File: config.mk
export PLATFORM = sky130hd
export DESIGN_NAME = game_ctrl_flat
export DESIGN_NICKNAME = d
export VERILOG_FILES = /design/src/rtl/game_pkg.sv /design/src/rtl/game_ctrl_if.sv /design/src/rtl/bcd_cnt3.sv /design/src/rtl/game_ctrl.sv /design/src/flat_wrapper.sv
export SDC_FILE = /design/constraint.sdc
export NUM_CORES = 1
export LEC_CHECK = 0
export ABC_AREA = 1
export CAP_MARGIN = 20
export CORE_MARGIN = 2
export CORE_UTILIZATION = 50
export DETAILED_ROUTE_END_ITERATION = 6
export MAX_ROUTING_LAYER = met4
export PLACE_DENSITY = 0.78
export SETUP_SLACK_MARGIN = 0.3
export SYNTH_ARGS = -nofsm -noshare
export SYNTH_HDL_FRONTEND = slang
export SYNTH_SLANG_ARGS = --single-unit
File: constraint.sdc
create_clock -name clk -period 2.9 [get_ports clk]
set_clock_uncertainty 0.1 [all_clocks]
set_input_delay 0.87 -clock clk [delete_from_list [all_inputs] [get_ports clk]]
set_output_delay 0.87 -clock clk [all_outputs]
set_load 0.05 [all_outputs]
File: src/rtl/game_pkg.sv
// Shared definitions for the flappy-bird game sequencer.
// Contents: game state encoding, screen geometry, bird start position,
// BCD digit type and an MSD-first BCD magnitude compare.
package game_pkg;

  typedef enum logic [2:0] {
    ST_IDLE    = 3'd0,
    ST_READY   = 3'd1,
    ST_PLAY    = 3'd2,
    ST_DYING   = 3'd3,
    ST_OVER    = 3'd4,
    ST_RESTART = 3'd5
  } game_state_e;

  localparam int SCREEN_ROWS = 480;
  localparam int SCREEN_COLS = 640;
  localparam int FLOOR_Y     = 432;
  localparam int WRAP_Y      = 480;
  localparam int BIRD_INI_X  = 160;
  localparam int BIRD_INI_Y  = 200;
  localparam int READY_TICKS = 64;
  localparam int DYING_TICKS = 32;

  localparam logic [11:0] SCORE_MAX = 12'h999;

  typedef logic [3:0] bcd_digit_t;

  // Returns 1 when a > b, comparing BCD digits from the hundreds down.
  function automatic logic bcd_gt(input logic [11:0] a, input logic [11:0] b);
    bcd_digit_t da;
    bcd_digit_t db;
    for (int i = 2; i >= 0; i--) begin
      da = a[i*4 +: 4];
      db = b[i*4 +: 4];
      if (da != db) return (da > db);
    end
    return 1'b0;
  endfunction

endpackage

File: src/rtl/game_ctrl_if.sv
// Bundle between the game sequencer and its surroundings (buttons,
// bird controller, pipe generator, display).
//   master : the sequencer (drives playing/fly/scroll_en/state/score)
//   slave  : the environment (drives tick, buttons, bird_y, collide, pipe_passed)
// Optional macro GAME_CTRL_HISCORE_EN adds the best-score signal.
interface game_ctrl_if;
  logic        tick;
  logic        btn_start;
  logic        btn_fly;
  logic [8:0]  bird_y;
  logic        collide;
  logic        pipe_passed;
  logic        playing;
  logic        fly;
  logic        scroll_en;
  logic [2:0]  state;
  logic [11:0] score;
`ifdef GAME_CTRL_HISCORE_EN
  logic [11:0] best;

  modport master (
    input  tick, btn_start, btn_fly, bird_y, collide, pipe_passed,
    output playing, fly, scroll_en, state, score, best
  );
  modport slave (
    output tick, btn_start, btn_fly, bird_y, collide, pipe_passed,
    input  playing, fly, scroll_en, state, score, best
  );
`else
  modport master (
    input  tick, btn_start, btn_fly, bird_y, collide, pipe_passed,
    output playing, fly, scroll_en, state, score
  );
  modport slave (
    output tick, btn_start, btn_fly, bird_y, collide, pipe_passed,
    input  playing, fly, scroll_en, state, score
  );
`endif
endinterface

File: src/rtl/bcd_cnt3.sv
// Three-digit BCD score counter.
// Ports: clk, rst (sync, active-high), clr (sync clear), en (increment
// request), q (hundreds/tens/units). Saturates at SCORE_MAX and holds.
module bcd_cnt3 (
  input  logic        clk,
  input  logic        rst,
  input  logic        clr,
  input  logic        en,
  output logic [11:0] q
);
  import game_pkg::*;

  // Per-digit increment; a 9 wraps to 0 and carries into the next digit.
  function automatic logic [11:0] bcd_inc(input logic [11:0] v);
    bcd_digit_t d0;
    bcd_digit_t d1;
    bcd_digit_t d2;
    d0 = v[3:0];
    d1 = v[7:4];
    d2 = v[11:8];
    if (d0 != 4'd9) begin
      d0 = d0 + 4'd1;
    end else begin
      d0 = 4'd0;
      if (d1 != 4'd9) begin
        d1 = d1 + 4'd1;
      end else begin
        d1 = 4'd0;
        d2 = d2 + 4'd1;
      end
    end
    return {d2, d1, d0};
  endfunction

  function automatic logic at_max(input logic [11:0] v);
    return !bcd_gt(SCORE_MAX, v);
  endfunction

  always_ff @(posedge clk) begin
    if (rst || clr) begin
      q <= 12'h000;
    end else if (en && !at_max(q)) begin
      q <= bcd_inc(q);
    end
  end

endmodule

File: src/rtl/game_ctrl.sv
// Top-level game sequencer: IDLE -> READY -> PLAY -> DYING -> OVER, with a
// RESTART sub-step that drops playing for one tick so the bird respawns.
// Ports: clk, rst (sync, active-high), bus (game_ctrl_if.master):
//   in : tick, btn_start, btn_fly, bird_y[8:0], collide, pipe_passed
//   out: playing, fly, scroll_en, state[2:0], score[11:0] (BCD)
// Optional macro GAME_CTRL_HISCORE_EN: adds bus.best, the highest score
// seen at OVER entry, cleared only by rst.
module game_ctrl #(
  parameter int FLOOR_Y     = 432,
  parameter int WRAP_Y      = 480,
  parameter int READY_TICKS = 64,
  parameter int DYING_TICKS = 32
) (
  input  logic        clk,
  input  logic        rst,
  game_ctrl_if.master bus
);
  import game_pkg::*;

  localparam logic [8:0] FLOOR_Y9    = 9'(FLOOR_Y);
  localparam logic [8:0] WRAP_Y9     = 9'(WRAP_Y);
  localparam logic [7:0] READY_LAST  = 8'(READY_TICKS - 1);
  localparam logic [7:0] DYING_LAST  = 8'(DYING_TICKS - 1);

  game_state_e st;
  logic        playing_q;
  logic        scroll_q;
  logic        fly_req;
  logic [7:0]  tick_cnt;
  logic        btn_start_p0;
  logic        btn_fly_p0;
  logic [11:0] score_q;

  logic start_rise;
  logic fly_rise;
  logic on_floor;
  logic dead;
  logic score_clr;
  logic score_en;

  assign start_rise = bus.btn_start & ~btn_start_p0;
  assign fly_rise   = bus.btn_fly & ~btn_fly_p0;
  assign on_floor   = (bus.bird_y >= FLOOR_Y9);
  // The wrap test catches a bird that flew past row 0 and wrapped to 511-ish.
  assign dead       = bus.collide | on_floor | (bus.bird_y >= WRAP_Y9);

  assign score_clr  = start_rise && (st == ST_IDLE || st == ST_OVER);
  // Death wins over a pipe pass in the same cycle.
  assign score_en   = bus.pipe_passed && (st == ST_PLAY) && !dead;

  bcd_cnt3 u_score (
    .clk (clk),
    .rst (rst),
    .clr (score_clr),
    .en  (score_en),
    .q   (score_q)
  );

  always_ff @(posedge clk) begin
    if (rst) begin
      st           <= ST_IDLE;
      playing_q    <= 1'b0;
      scroll_q     <= 1'b0;
      fly_req      <= 1'b0;
      tick_cnt     <= 8'd0;
      btn_start_p0 <= 1'b0;
      btn_fly_p0   <= 1'b0;
    end else begin
      btn_start_p0 <= bus.btn_start;
      btn_fly_p0   <= bus.btn_fly;
      case (st)
        ST_IDLE: begin
          if (start_rise) begin
            st        <= ST_READY;
            playing_q <= 1'b1;
            tick_cnt  <= 8'd0;
          end
        end
        ST_READY: begin
          if (fly_rise) begin
            st       <= ST_PLAY;
            scroll_q <= 1'b1;
            tick_cnt <= 8'd0;
            fly_req  <= 1'b1;
          end else if (bus.tick) begin
            if (tick_cnt == READY_LAST) begin
              st       <= ST_PLAY;
              scroll_q <= 1'b1;
              tick_cnt <= 8'd0;
            end else begin
              tick_cnt <= tick_cnt + 8'd1;
            end
          end
        end
        ST_PLAY: begin
          if (dead) begin
            st       <= ST_DYING;
            scroll_q <= 1'b0;
            tick_cnt <= 8'd0;
            fly_req  <= 1'b0;
          end else if (fly_rise) begin
            fly_req <= 1'b1;
          end else if (bus.tick && fly_req) begin
            // Request has been seen by exactly one tick sample.
            fly_req <= 1'b0;
          end
        end
        ST_DYING: begin
          if (on_floor) begin
            st       <= ST_OVER;
            tick_cnt <= 8'd0;
          end else if (bus.tick) begin
            if (tick_cnt == DYING_LAST) begin
              st       <= ST_OVER;
              tick_cnt <= 8'd0;
            end else begin
              tick_cnt <= tick_cnt + 8'd1;
            end
          end
        end
        ST_OVER: begin
          if (start_rise) begin
            st        <= ST_RESTART;
            playing_q <= 1'b0;
            tick_cnt  <= 8'd0;
          end
        end
        ST_RESTART: begin
          // playing held low until the next frame tick so the bird resets.
          if (bus.tick) begin
            st        <= ST_READY;
            playing_q <= 1'b1;
            tick_cnt  <= 8'd0;
          end
        end
        default: begin
          st        <= ST_IDLE;
          playing_q <= 1'b0;
          scroll_q  <= 1'b0;
          fly_req   <= 1'b0;
          tick_cnt  <= 8'd0;
        end
      endcase
    end
  end

  assign bus.playing   = playing_q;
  assign bus.scroll_en = scroll_q;
  assign bus.state     = st;
  assign bus.score     = score_q;
  assign bus.fly       = fly_req & (st == ST_PLAY);

`ifdef GAME_CTRL_HISCORE_EN
  logic        enter_over;
  logic [11:0] best_q;

  assign enter_over = (st == ST_DYING) &&
                      (on_floor || (bus.tick && tick_cnt == DYING_LAST));

  always_ff @(posedge clk) begin
    if (rst) begin
      best_q <= 12'h000;
    end else if (enter_over && bcd_gt(score_q, best_q)) begin
      best_q <= score_q;
    end
  end

  assign bus.best = best_q;
`endif

endmodule

File: src/flat_wrapper.sv
// flat-port wrapper written by rule: the top's interface ports become plain ports
module game_ctrl_flat import game_pkg::*;
#(
  parameter int FLOOR_Y     = 432,
  parameter int WRAP_Y      = 480,
  parameter int READY_TICKS = 64,
  parameter int DYING_TICKS = 32
)
  (clk, rst, bus_tick, bus_btn_start, bus_btn_fly, bus_bird_y, bus_collide, bus_pipe_passed, bus_playing, bus_fly, bus_scroll_en, bus_state, bus_score);
  game_ctrl_if bus_i ();
  input  logic clk;
  input  logic rst;
  input wire logic [$bits(bus_i.tick)-1:0] bus_tick;
  input wire logic [$bits(bus_i.btn_start)-1:0] bus_btn_start;
  input wire logic [$bits(bus_i.btn_fly)-1:0] bus_btn_fly;
  input wire logic [$bits(bus_i.bird_y)-1:0] bus_bird_y;
  input wire logic [$bits(bus_i.collide)-1:0] bus_collide;
  input wire logic [$bits(bus_i.pipe_passed)-1:0] bus_pipe_passed;
  output wire logic [$bits(bus_i.playing)-1:0] bus_playing;
  output wire logic [$bits(bus_i.fly)-1:0] bus_fly;
  output wire logic [$bits(bus_i.scroll_en)-1:0] bus_scroll_en;
  output wire logic [$bits(bus_i.state)-1:0] bus_state;
  output wire logic [$bits(bus_i.score)-1:0] bus_score;
  assign bus_i.tick = bus_tick;
  assign bus_i.btn_start = bus_btn_start;
  assign bus_i.btn_fly = bus_btn_fly;
  assign bus_i.bird_y = bus_bird_y;
  assign bus_i.collide = bus_collide;
  assign bus_i.pipe_passed = bus_pipe_passed;
  assign bus_playing = bus_i.playing;
  assign bus_fly = bus_i.fly;
  assign bus_scroll_en = bus_i.scroll_en;
  assign bus_state = bus_i.state;
  assign bus_score = bus_i.score;
  game_ctrl #(.FLOOR_Y(FLOOR_Y), .WRAP_Y(WRAP_Y), .READY_TICKS(READY_TICKS), .DYING_TICKS(DYING_TICKS)) u_core (.clk(clk), .rst(rst), .bus(bus_i));
endmodule
==> results of run 1 <==
[cells in the mapped netlist, types with 3 or more instances]
master    n  area (µm²)
a21oi_1  18        90.1
dfxtp_1  28         561
ha_1      4        50.1
inv_1    27         101
inv_2     4        15.0
nand2_1  53         199
nand3_1  24         120
nand4_1  11        68.8
nor2_1   44         165
nor2_2    3        18.8
o21ai_0   7        35.0
o21ai_1   6        30.0
xor2_1    6        52.6
[kinds of logic (layout without fill, tap and decap cells)]
kind of cell	Yosys count	in the layout	synth area share
buffers and inverters	37	68	0.0918
AOI/OAI and AO/OA	37	37	0.128
and+or+nand+nor	142	142	0.378
adders and majority gates	4	4	0.0304
xor gates and xnor gates	6	6	0.0319
DFF	28	28	0.340
[report_power, final]
part | leakage (nW) | internal [mW] | switching, mW
registers | 0.228 | 0.431 | 0.0433
clock network | 0.0279 | 0.140 | 0.122
logic | 0.725 | 0.190 | 0.393
total | 0.981 | 0.762 | 0.558
[layer usage]
layer,vias up,routed length [µm],track usage
met2,43,1470,0.286
met3,4,155,0.0399
met4,0,36,0.0578
met1,744,2000,0.305
li1,889,-,-
met5,-,0,-
[path summary, 6_finish.rpt]
| path | start | end | slack, ns | cells past startpoint |
|---|---|---|---|---|
| worst max-delay path | u_core.bus.playing$_SDFFE_PP0P_ | bus_playing | 0.42 | 1 |
| worst min-delay path | u_core.u_score.q[11]$_SDFFE_PP0P_ | u_core.u_score.q[11]$_SDFFE_PP0P_ | 0.38 | 2 |
| worst max register to register | u_core.u_score.q[4]$_SDFFE_PP0P_ | u_core.u_score.q[5]$_SDFFE_PP0P_ | 1.01 | 9 |
| worst min register to register | u_core.u_score.q[11]$_SDFFE_PP0P_ | u_core.u_score.q[11]$_SDFFE_PP0P_ | 0.38 | 2 |
[timing repair]
item | CTS | global route
gates resized for setup | 11 | 6
setup endpoints to repair | 11 | 5
setup buffers | 0 | 0
[cell usage in the layout, fill, tap and decap left out, drive strengths merged, types with 10 or more instances in the layout]
master         synthesis  routed
nand3                 24      24
a21oi                 19      19
nand2                 54      54
dfxtp                 28      28
clkdlybuf4s50          0      14
nor2                  49      49
nand4                 11      11
o21ai                 16      16
inv                   31      31
dlygate4sd2            0      10
[layout make-up]
| class | instances | area [µm²] | share of cell area |
|---|---|---|---|
| inverters | 32 | 120 | 0.0591 |
| clock inverters | 1 | 30.0 | 0.0148 |
| multi-input cells | 189 | 937 | 0.461 |
| well taps | 44 | 55.1 | 0.0271 |
| clock buffers | 3 | 22.5 | 0.0111 |
| repair buffers | 32 | 305 | 0.150 |
| flip-flops and latches | 28 | 561 | 0.276 |
[state kept, by name, summed over array words and instances, names as in the netlist]
register,flops
u_core.fly_req,1
u_core.tick_cnt,8
u_core.bus.playing,1
u_core.bus.state,3
u_core.bus.scroll_en,1
u_core.u_score.q,12
u_core.btn_start_p0,1
u_core.btn_fly_p0,1
[per-stage QoR]
stage / instances / util / hold slack, ns / total power [mW]
floorplan: 254 / - / 0.360 / 0.923
global placement: 325 / 0.640 / 0.358 / 1.06
detailed placement: 325 / 0.640 / 0.360 / 1.07
CTS: 329 / 0.652 / 0.381 / 1.32
global route: 329 / 0.654 / 0.401 / 1.40
finish: 329 / 0.654 / 0.378 / 1.32
==> flow_summary.ini, run 1 <==
[outcome]
status = complete, no violations

[global_routing]
antenna_found_initial = 0
grt_pass1_vias = 1335
grt_pass1_wl_um = 5700
grt_overflow_total = 0
grt_max_degree = 17
grt_usage = 0.207

[place]
preCtsSetupSlack_ns = 0.237
io_buffers = 29
place_congestion = 0.857
placed_area_um2 = 1990
hpwl_um = 2700

[synthesis]
synth-edff-count = 0
syn-instance-count = 254
ys_types = 28
yosys_warnings = 0
synth_seq_cells = 28
async_flop_share = 0
syn_avg_cell_area_um2 = 6.49
synthFlopType = dfxtp_1
netlist_area_um2 = 1650
ys_seq_area_frac = 0.340
syn_nets = 274

[pwr]
ir_drop_v = 0.000543
p_leak_nw = 0.981
power_density_nw_per_um2 = 650

[finish]
nFillCells = 301
area_growth_pct = 23.1
drive_gt1_frac = 0.0807
nNetsFinal = 306
final_area_um2 = 2030
diodes = 0

[worst_setup_path]
endpoint_kind = output pin
critPathMaxStageDelay_ns = 0.81
required_ns = 1.93
startpoint_type = flop
cp_max_fo = 2
critPathSlowestCell = clkdlybuf4s50_1
crit_buf_inv = 1
crit_chain = clkdlybuf4s50_1
cp.arrival_ns = 1.51
cp_top_family = buffers and inverters
critPathKind = flop to output pin

[sta]
finalSetupTns_ns = 0
tightest_slew_ns = 0.505
setup_viol = 0
min_period_over_period = 0.856
max_freq_ghz = 0.403
slew_headroom = 0.663
rsz0062_at_grt = false
hold_viol = 0
fin_crit_ns = 2.48
final_max_slew_viol_count = 0
worst_slack_ns = 0.418

[routing]
drt_iter0_markers = 129
drc = 0
num_vias = 1680
drt-wirelength-per-cell_um = 11.2
wl_um = 3670
drt-pass1-iter-count = 5
drtAntennaViolNets = 0
vias_per_cell = 5.11

[floorplanning]
die_x_um = 61.4
initial_core_util = 0.531
io_pins = 34
dieArea_um2 = 3770
num_rows = 20
die-height_um = 61.4
fp.coreArea_um2 = 3100

[clock_network]
root_buffer = clkbuf_4
h-tree-depth = 1
cts_max_path_buffers = 2
cts_buffers = 3
cts_tree = built
insertion_delay_ns = 0.34
ctsHoldBuffers = 0
cts.clk_slew.worst_paths_ns = 0.15
cts.sinks = 28

[worst_hold_path]
hold_path.class = flop to flop

[run]
maxCapViolCount = 0
Note: power is estimated with default switching activity, not from simulation.
==> run 2, diff against run 1 <==
- CORE_UTILIZATION: 50 -> 30
- PLACE_DENSITY: 0.78 -> unset
==> run 2 against run 1 <==
Compared with the run above:
- hold slack got worse by 0.00072 ns
- flip-flop and latch count did not move
- cell count rose by 7.3%
- wire length rose by 2.6%
- register-to-register slack barely moved
- utilization fell by 25 points
- first-iteration DRC count fell by 54%
- largest cell class unchanged
- largest power group unchanged
==> flow_summary.ini, run 2 (synthesis gave the netlist of run 1 again) <==
[floorplanning]
die-height_um = 78.1
num_rows = 26
fp.coreArea_um2 = 5200
die_x_um = 78.1
initial_core_util = 0.317
io_pins = 34
dieArea_um2 = 6110

[finish]
regMostFlops = u_core.u_score.q
final_area_um2 = 2090
nNetsFinal = 304
diodes = 0
final_common_cell = nand2_1
drive_gt1_frac = 0.0742
mostFrequentLayoutCells = 53 x nand2_1, 44 x nor2_1, 28 x dfxtp_1
area_growth_pct = 26.5
largest_reg_flops = 12

[worst_setup_path]
cp_max_fo = 6
crit_buf_inv = 1
critPathSlowestCell = clkdlybuf4s50_1
critPathMaxStageDelay_ns = 0.84
required_ns = 1.93
rrSetupSlack_ns = 1.02
critPathKind = flop to output pin
crit_chain = clkdlybuf4s50_1
cp_top_family = buffers and inverters
endpoint_kind = output pin
cp.arrival_ns = 1.57
startpoint_type = flop

[routing]
drc = 0
route.met2.wl_um = 1730
drtAntennaViolNets = 0
met3WireLength_um = 135
vias_per_cell = 4.63
drt_iter0_markers = 59
drt-pass1-iter-count = 4
num_vias = 1634
m1WireLength_um = 1880
drt-wirelength-per-cell_um = 10.7
wl_um = 3760
top_layer = met4

[clock_network]
cts.sinks = 28
insertion_delay_ns = 0.28
cts_tree = built
h-tree-depth = 1
cts.clk_slew.worst_paths_ns = 0.10
root_buffer = clkbuf_8
cts_buffers = 3
cts_max_path_buffers = 2

[outcome]
status = complete, no violations

[place]
place_congestion = 0.840
preCtsSetupSlack_ns = 0.236
hpwl_um = 2860
placed_area_um2 = 2000
io_buffers = 29

[pwr]
ir_drop_v = 0.000389
power_density_nw_per_um2 = 657
p_leak_nw = 0.968

[global_routing]
grt_pass1_vias = 1466
grt_usage = 0.136
grt_overflow_total = 0
grt_pass1_wl_um = 6600
antenna_found_initial = 0
grt_max_degree = 17

[sta]
slew_headroom = 0.658
max_freq_ghz = 0.394
fin_crit_ns = 2.54
min_period_over_period = 0.876
tightest_slew_ns = 0.512
finalSetupTns_ns = 0
hold_viol = 0
final_max_slew_viol_count = 0
worst_slack_ns = 0.361
setup_viol = 0
rsz0062_at_grt = false

[worst_hold_path]
hold_path.class = flop to flop

[run]
maxCapViolCount = 0
## run 2: layout make-up
type,instances,area [µm²]
fill,575,3120
multi-input combinational,189,937
sequential,28,561
timing repair buffer,30,309
inverter,32,120
tap,70,87.6
clock buffer,3,41.3
clock inverter,1,30.0
## run 2: per-layer routing
metal | GRT usage | vias up
li1 | - | 883
met1 | 0.178 | 724
met2 | 0.213 | 25
met3 | 0.0333 | 2
met4 | 0.0298 | 0
met5 | - | -
## run 2: metrics by stage
stage / power, mW / std cells / hold WS [ns] / util
after detailed placement: 1.07 / 349 / 0.361 / 0.384
after floorplan: 0.923 / 254 / 0.360 / -
after CTS: 1.39 / 353 / 0.380 / 0.398
final: 1.37 / 353 / 0.377 / 0.401
after global placement: 1.07 / 349 / 0.362 / 0.384
after global routing: 1.47 / 353 / 0.413 / 0.401
## run 2: path summary, 6_finish.rpt
kind,endpoint,cells past startpoint,start
hold reg to reg,u_core.u_score.q[11]$_SDFFE_PP0P_,2,u_core.u_score.q[11]$_SDFFE_PP0P_
hold / removal,u_core.u_score.q[11]$_SDFFE_PP0P_,2,u_core.u_score.q[11]$_SDFFE_PP0P_
setup reg to reg,u_core.u_score.q[5]$_SDFFE_PP0P_,9,u_core.u_score.q[4]$_SDFFE_PP0P_
setup / recovery,bus_score[3],1,u_core.u_score.q[3]$_SDFFE_PP0P_
## run 2: worst min-delay path: stages, from the launching register on
cell	delay, ns
dfxtp_1	0.34
inv_1	0.05
a21oi_1	0.05
## run 2: power by group
group | internal (mW) | switching [mW] | leakage, nW
sequential | 0.431 | 0.0484 | 0.228
combinational | 0.194 | 0.382 | 0.705
clock | 0.185 | 0.129 | 0.0357
## run 2: what timing repair did
action | 4_1_cts | 5_1_grt
endpoints found under the setup margin | 1 | 6
hold buffers | 0 | 0
gates resized for setup | 1 | 6
buffers inserted | 0 | 0
==> run 3, diff against run 2 <==
- CTS_BUF_LIST: unset -> sky130_fd_sc_hd__clkbuf_8 sky130_fd_sc_hd__clkbuf_16
==> results of run 3 <==
Final layout, timing and power as in run 2 (identical DEF).
